<file path="src/rtl/ifid_front_ctrl_if.sv">
// ifid_front_ctrl_if
//   Bundles the fetch-control signals between the hazard/branch logic,
//   instruction memory, the decode stage and ifid_front_ctrl.
//   Parameters: N  - PC / instruction width
//               CW - stall counter width
//   Modports:
//     slave  - the fetch controller: samples requests and imem_instr,
//              drives pc, IF/ID contents and stall status.
//     master - the surrounding pipeline (or a bench): the reverse view.
interface ifid_front_ctrl_if #(
    parameter int N  = 32,
    parameter int CW = 4
);
    logic          stall_req;
    logic          flush_req;
    logic [N-1:0]  redirect_pc;
    logic [N-1:0]  imem_instr;
    logic [N-1:0]  pc;
    logic [N-1:0]  ifid_pc;
    logic [N-1:0]  ifid_instr;
    logic          ifid_valid;
    logic [CW-1:0] stall_cnt;
    logic          stall_timeout;

    modport slave (
        input  stall_req, flush_req, redirect_pc, imem_instr,
        output pc, ifid_pc, ifid_instr, ifid_valid, stall_cnt, stall_timeout
    );

    modport master (
        output stall_req, flush_req, redirect_pc, imem_instr,
        input  pc, ifid_pc, ifid_instr, ifid_valid, stall_cnt, stall_timeout
    );
endinterface

</file>
<file path="src/rtl/ifid_front_ctrl.sv">
// ifid_front_ctrl
//   Fetch-side controller: owns the PC and the IF/ID pipeline register and
//   applies the hazard/branch action each cycle (flush > stall > advance).
//   Flush loads a word-aligned redirect target and inserts a NOP bubble;
//   stall holds PC and IF/ID; advance latches the fetched instruction and
//   steps PC by 4. Consecutive stalls are counted (saturating) and a sticky
//   timeout flag is raised when a stall outlasts MAX_STALL.
//   Ports:
//     clk    - rising-edge clock
//     rst_n  - asynchronous active-low reset
//     bus    - ifid_front_ctrl_if.slave
//              in : stall_req, flush_req, redirect_pc, imem_instr
//              out: pc, ifid_pc, ifid_instr, ifid_valid,
//                   stall_cnt, stall_timeout (all registered)
module ifid_front_ctrl #(
    parameter int          N         = 32,
    parameter logic [31:0] RESET_PC  = 32'h0000_0000,
    parameter logic [31:0] NOP       = 32'h0000_0013,
    parameter int          MAX_STALL = 15,
    parameter int          CW        = 4
) (
    input  logic               clk,
    input  logic               rst_n,
    ifid_front_ctrl_if.slave   bus
);

    localparam logic [0:0] RUN   = 1'b0;
    localparam logic [0:0] STALL = 1'b1;

    logic [0:0]    state_q, state_d;
    logic [N-1:0]  pc_q;
    logic [N-1:0]  ifid_pc_q;
    logic [N-1:0]  ifid_instr_q;
    logic          ifid_valid_q;
    logic [CW-1:0] stall_cnt_q;
    logic          stall_timeout_q;

    logic do_flush;
    logic do_stall;
    logic cnt_at_max;

    // Flush wins over stall, so a stall only counts when no flush is present.
    assign do_flush   = bus.flush_req;
    assign do_stall   = bus.stall_req & ~bus.flush_req;
    assign cnt_at_max = (stall_cnt_q == CW'(MAX_STALL));

    always_comb begin
        state_d = state_q;
        case (state_q)
            RUN:     if (do_stall)  state_d = STALL;
            STALL:   if (!do_stall) state_d = RUN;
            default: state_d = RUN;
        endcase
    end

    always_ff @(posedge clk or negedge rst_n) begin
        if (!rst_n) begin
            state_q         <= RUN;
            pc_q            <= N'(RESET_PC);
            ifid_pc_q       <= '0;
            ifid_instr_q    <= N'(NOP);
            ifid_valid_q    <= 1'b0;
            stall_cnt_q     <= '0;
            stall_timeout_q <= 1'b0;
        end else begin
            state_q <= state_d;
            if (do_flush) begin
                // Redirect target is forced word-aligned.
                pc_q         <= {bus.redirect_pc[N-1:2], 2'b00};
                ifid_pc_q    <= '0;
                ifid_instr_q <= N'(NOP);
                ifid_valid_q <= 1'b0;
                stall_cnt_q  <= '0;
            end else if (do_stall) begin
                // Timeout fires on the first stall edge seen at saturation.
                if (cnt_at_max) begin
                    stall_timeout_q <= 1'b1;
                end else begin
                    stall_cnt_q <= stall_cnt_q + CW'(1);
                end
            end else begin
                ifid_pc_q    <= pc_q;
                ifid_instr_q <= bus.imem_instr;
                ifid_valid_q <= 1'b1;
                pc_q         <= pc_q + N'(4);
                stall_cnt_q  <= '0;
            end
        end
    end

    assign bus.pc            = pc_q;
    assign bus.ifid_pc       = ifid_pc_q;
    assign bus.ifid_instr    = ifid_instr_q;
    assign bus.ifid_valid    = ifid_valid_q;
    assign bus.stall_cnt     = stall_cnt_q;
    assign bus.stall_timeout = stall_timeout_q;

endmodule

</file>
<file path="src/flat_wrapper.sv">
// flat-port wrapper written by rule: the top's interface ports become plain ports
module ifid_front_ctrl_flat 
#(
    parameter int          N         = 32,
    parameter logic [31:0] RESET_PC  = 32'h0000_0000,
    parameter logic [31:0] NOP       = 32'h0000_0013,
    parameter int          MAX_STALL = 15,
    parameter int          CW        = 4
)
  (clk, rst_n, bus_stall_req, bus_flush_req, bus_redirect_pc, bus_imem_instr, bus_pc, bus_ifid_pc, bus_ifid_instr, bus_ifid_valid, bus_stall_cnt, bus_stall_timeout);
  ifid_front_ctrl_if #(.N(N), .CW(CW)) bus_i ();
  input  logic clk;
  input  logic rst_n;
  input wire logic [$bits(bus_i.stall_req)-1:0] bus_stall_req;
  input wire logic [$bits(bus_i.flush_req)-1:0] bus_flush_req;
  input wire logic [$bits(bus_i.redirect_pc)-1:0] bus_redirect_pc;
  input wire logic [$bits(bus_i.imem_instr)-1:0] bus_imem_instr;
  output wire logic [$bits(bus_i.pc)-1:0] bus_pc;
  output wire logic [$bits(bus_i.ifid_pc)-1:0] bus_ifid_pc;
  output wire logic [$bits(bus_i.ifid_instr)-1:0] bus_ifid_instr;
  output wire logic [$bits(bus_i.ifid_valid)-1:0] bus_ifid_valid;
  output wire logic [$bits(bus_i.stall_cnt)-1:0] bus_stall_cnt;
  output wire logic [$bits(bus_i.stall_timeout)-1:0] bus_stall_timeout;
  assign bus_i.stall_req = bus_stall_req;
  assign bus_i.flush_req = bus_flush_req;
  assign bus_i.redirect_pc = bus_redirect_pc;
  assign bus_i.imem_instr = bus_imem_instr;
  assign bus_pc = bus_i.pc;
  assign bus_ifid_pc = bus_i.ifid_pc;
  assign bus_ifid_instr = bus_i.ifid_instr;
  assign bus_ifid_valid = bus_i.ifid_valid;
  assign bus_stall_cnt = bus_i.stall_cnt;
  assign bus_stall_timeout = bus_i.stall_timeout;
  ifid_front_ctrl #(.N(N), .RESET_PC(RESET_PC), .NOP(NOP), .MAX_STALL(MAX_STALL), .CW(CW)) u_core (.clk(clk), .rst_n(rst_n), .bus(bus_i));
endmodule
</file>
<file path="config.mk">
export PLATFORM = sky130hd
export DESIGN_NAME = ifid_front_ctrl_flat
export DESIGN_NICKNAME = d
export VERILOG_FILES = /design/src/rtl/ifid_front_ctrl_if.sv /design/src/rtl/ifid_front_ctrl.sv /design/src/flat_wrapper.sv
export SDC_FILE = /design/constraint.sdc
export NUM_CORES = 1
export LEC_CHECK = 0
export CELL_PAD_IN_SITES_DETAIL_PLACEMENT = 1
export CELL_PAD_IN_SITES_GLOBAL_PLACEMENT = 2
export CORE_MARGIN = 2
export CORE_UTILIZATION = 24
export DETAILED_ROUTE_END_ITERATION = 16
export PLACE_DENSITY_LB_ADDON = 0.1
export SLEW_MARGIN = 10
export SYNTH_ARGS = -nofsm -noshare
export SYNTH_HDL_FRONTEND = slang
export SYNTH_SLANG_ARGS = --single-unit
export TNS_END_PERCENT = 20
</file>
<file path="constraint.sdc">
create_clock -name clk -period 1.9 [get_ports clk]
set_input_delay 0.475 -clock clk [delete_from_list [all_inputs] [get_ports clk]]
set_output_delay 0.475 -clock clk [all_outputs]
set_load 0.02 [all_outputs]
</file>
-- Word level (Yosys, flattened, before mapping)
Index checks and enable logic that the tools add are counted.
Widths: inputs -> output; s select.
- bits in registers: 102
- input port bits: 68
- output and inout bits: 102
- logic and storage cells: 25
- add/sub/neg operators: 2
- eq/ne operators: 3
- muxes and demuxes: 11
- bitwise operators: 2
- reductions and logical operators: 1
- operator list (operator ; count):
    $mux 32 ; 6
    $add 32x3->32 const B ; 1
    $mux 4 ; 3
    $add 4x1->4 const B ; 1
    $eq 4x4->1 const B ; 1
    $ne 3x3->1 const B ; 1
    $reduce_and 3->1 ; 1
    $mux 1 ; 2
    $ne 2x2->1 const B ; 1
    $and 1x1->1 ; 1
    $not 1->1 ; 1

-- Longest topological paths before layout
- depth in word-level cells: 4
- mapped depth: 6
- mapped depth without buffers: 5

-- Least setup slack after synthesis
OpenSTA, ideal clock, no wires.
- path kind: flip-flop to flip-flop
- start point: reg u_core.pc_q[2], in the netlist u_core.bus.pc[2]
- end point: reg u_core.pc_q[26], in the netlist u_core.bus.pc[26]
- library setup time: 0.082 ns
- arrival: 1.946 ns
- required time: 1.818 ns
- setup slack: -0.128 ns
- stages on the path, launching flop included: 6
- path buffers: 0
- clock period less this slack: 2.028 ns
- cells stage by stage: dfrtp_1 > ha_1 > nand4b_1 > or3_4 > or4_1 > a31oi_1
- word-level cells in the longest chain between the ends: 3
- RTL lines (element ; line ; RTL):
    from (decl) ; ifid_front_ctrl.sv:31 ; logic [N-1:0] pc_q;
    from (signal assigned) ; ifid_front_ctrl.sv:59 ; pc_q <= N'(RESET_PC);
    from (signal assigned) ; ifid_front_ctrl.sv:69 ; pc_q <= {bus.redirect_pc[N-1:2], 2'b00};
    from (signal assigned) ; ifid_front_ctrl.sv:85 ; pc_q <= pc_q + N'(4);
    $add 32x3->32 ; ifid_front_ctrl.sv:85 ;
    $mux 32 ; ifid_front_ctrl.sv:74 ; end else if (do_stall) begin
    $mux 32 ; ifid_front_ctrl.sv:67 ; if (do_flush) begin
No other way between the ends. The select of a mux whose other input is x is not followed.
A chain may end at the register's enable or synchronous reset.

-- Worst setup path in the final report
- start point: reg u_core.pc_q[6], in the netlist u_core.bus.pc[6]
- end point: reg u_core.pc_q[31], in the netlist u_core.bus.pc[31]
The elaborated chain is that of the path after synthesis.

==> impl_results.md <==
- Peak supply drop: between 0.4 and 0.5 mV
- Slew headroom: 64.8%
- Critical Path Sink Type: flip-flop
- Initial DRC count: 105
- Number of remaining DRC errors: 0
- Drt wl/cell: roughly 17 µm
- Post-synthesis sequential area ratio: around 55%
- Core area: around 19000 µm²
- Delay-heaviest family, CP: simple AND/OR/NAND/NOR gates
- Arr. time, crit path: about 2.2 ns
- Slowest stage delay, CP: between 0.5 and 0.6 ns
- Initial DRT Pass Iterations: 4
- Global route total overflow: 0
- Critical Path Fanout Max: 4
- Cell types occupying the most area after synthesis: dfrtp_1, mux2i_1, nor2_1
- Latest clock arrival within the worst-skew pair: about 0.35 ns
- Area share of the largest cell type after synthesis: between 50% and 60%
- Fin Setup TNS: 0 ns
- Mean Syn Cell Area: approximately 10 µm²
- Final WL: roughly 14000 µm
- Layout Cells excl Fill: 862
- Number of port buffers: roughly 170
- Gpl congestion: between 0.6 and 0.7
- CTS buffer count: 9
- Die ar.: 20000 µm²
- Critical path required time: 2.17 ns
- Longest Clk Path Bufs: 2
- Largest net degree at the start of global routing: 53
- First-pass GRT wire length: 23500 µm
- Via count: ~3900
- Max cap viols: 0
- Initial antenna violation count: 0
- Syn. warnings: 0
- Routed Antenna Nets: 0
- Die Wd: approximately 140 µm
- Most frequent cells in the layout: clkdlybuf4s50_1, dfrtp_1, nor2_1
- Cells along the critical path: nand4_2, buf_6, or4_4, or4_1, a31oi_1
- Commonest non-fill, non-tap cell in the layout: clkdlybuf4s50_1
- Power density over cell area: slightly below 800 nW/µm²
- Fin util: ~38%
- RSZ-0062 raised after global routing: true
- Post-Synthesis Cells: between 400 and 500
- Fin crit period: 1.88 ns
- Die Ht: roughly 140 µm
- CTS Root Buffer Type: clkbuf_16
- CTS Hold Bufs: 0
- Final nets: around 700
- Io pins: 170
- Rows: 50
- Placed cell count: 845
- Slowest stage cell, crit path: or4_4
- Fin crit share: ~99%
- All-Layer GR Usage: around 15%
- Final hold vios: 0
- Max Freq: between 500 and 600 MHz
- Worst slew pin tran: ~0.53 ns
- Clock Skews: between 0.009 and 0.01 ns
- Clock tree sinks: 99
- Max H-tree Level: 3
- Fill cells: ~2100
- Crit path kind: flip-flop to flip-flop
- Largest area contributor in the netlist: dfrtp_1
- Layout cells sized above 1: around 12%
- Worst setup SP type: flip-flop
- DP Wirelength: about 10000 µm
- Worst hold-check path type: input port to asynchronous set/reset pin
- Setup-failing EPs final: 0
- Via density: about 4.6
- Number of diodes: 0
- Clock transition at the registers of the reported paths: around 0.070 ns
- CTS tree: built
- Vias in the first global route: roughly 4300
- Area delta synth->final: 55.2%
- Post-Syn Area: 4530 µm²
- Static leakage: around 3.2 nW
- Yosys reg bits: 99
- Yosys cell types: 38
- Slew Viols, Final: 0
- Initial Util: between 20% and 30%
- Status: complete, no violations
- Buf/Inv on CP: 1
[synth_stat cells (all sizes together)]
cell type and instances:
mux2i 65, xnor2 10, or3 5, nor3b 1, a21oi 1, and4 3, nor2b 2, a31o 1
nor3 7, buf 18, o31ai 8, a311o 1, xor2 4, dfrtp 96, nand2 31, nand4b 2
a31oi 13, nand4 11, o21ai 17, or4 10, nor4 3, a22oi 1, nor2 80, clkbuf 12
a211o 2, nand3b 1, ha 2, nand2b 1, and3 1, inv 9, nand3 11, o21bai 1
dfstp 3, conb 1
[routing by layer]
metal,global-route usage (%),wire (µm),up-vias
met5,0,0,-
met4,5.05,223,0
met3,3.04,637,14
met2,26.0,7170,101
met1,18.7,6410,1947
li1,-,-,1887
[power by group]
part	internal, mW	leakage, nW	total (mW)	switching, mW
Sequential	2.26	1.26	2.37	0.107
Combinational	0.561	1.76	1.17	0.608
Clock	1.16	0.153	2.00	0.845
[cell type report]
cell class | instances | area, µm² | area share, %
inverters | 9 | 33.8 | 0.480
flip-flops and latches | 99 | 2490 | 35.3
well taps | 234 | 293 | 4.16
clock buffers | 10 | 229 | 3.26
clock inverters | 6 | 90.1 | 1.28
multi-input cells | 297 | 1910 | 27.1
repair buffers | 207 | 1990 | 28.4
[repair_timing]
| action | in CTS | in global routing |
|---|---|---|
| pin swaps | 0 | 2 |
| setup buffers | 1 | 0 |
| endpoints found under the setup margin | 37 | 13 |
| gates resized for setup | 36 | 6 |
| gates cloned | 0 | 0 |
[logic make-up (layout without fill, tap and decap cells)]
| group | count (synthesis) | after routing | share of synthesized area (%) |
|---|---|---|---|
| buffers and inverters | 39 | 232 | 3.73 |
| muxes | 65 | 65 | 14.4 |
| adders and majority gates | 2 | 2 | 0.552 |
| AOI/OAI and AO/OA | 45 | 45 | 6.24 |
| xor gates and xnor gates | 14 | 14 | 2.71 |
| and+or+nand+nor | 169 | 169 | 17.6 |
| other | 1 | 2 | 0.0828 |
| DFF | 99 | 99 | 54.8 |
[sequential cells by signal, summed over array words and instances, names as in the netlist]
| signal | count |
|---|---|
| u_core.bus.stall_cnt | 4 |
| u_core.bus.pc | 30 |
| u_core.bus.stall_timeout | 1 |
| u_core.bus.ifid_instr | 32 |
| u_core.bus.ifid_pc | 31 |
| u_core.bus.ifid_valid | 1 |
[worst paths after layout]
check                                          from                       end  slack [ns]  depth (start not counted)
min in group clk                      bus_flush_req    u_core.bus.ifid_pc[28]        0.44                          2
setup / recovery                   u_core.bus.pc[6]         u_core.bus.pc[31]        0.02                          5
max in group asynchronous                     rst_n  u_core.bus.ifid_instr[4]        1.47                          2
hold / removal                                rst_n  u_core.bus.ifid_instr[9]         0.1                          2
hold reg to reg            u_core.bus.stall_timeout  u_core.bus.stall_timeout        0.49                          1
setup reg to reg                   u_core.bus.pc[6]         u_core.bus.pc[31]        0.02                          5
[through the flow]
step / cell area, µm² / power, mW / setup WS (ns) / hold WS [ns]
floorplan: 4550 / 2.94 / -0.0490 / 0.179
global route: 7030 / 5.83 / -0.0332 / 0.127
CTS: 7010 / 5.66 / 0.000634 / 0.109
global placement: 6710 / 3.62 / -0.201 / 0.463
detailed placement: 6710 / 3.65 / -0.229 / 0.475
finish: 7030 / 5.54 / 0.0198 / 0.0966
(Power assumes the default switching activity.)
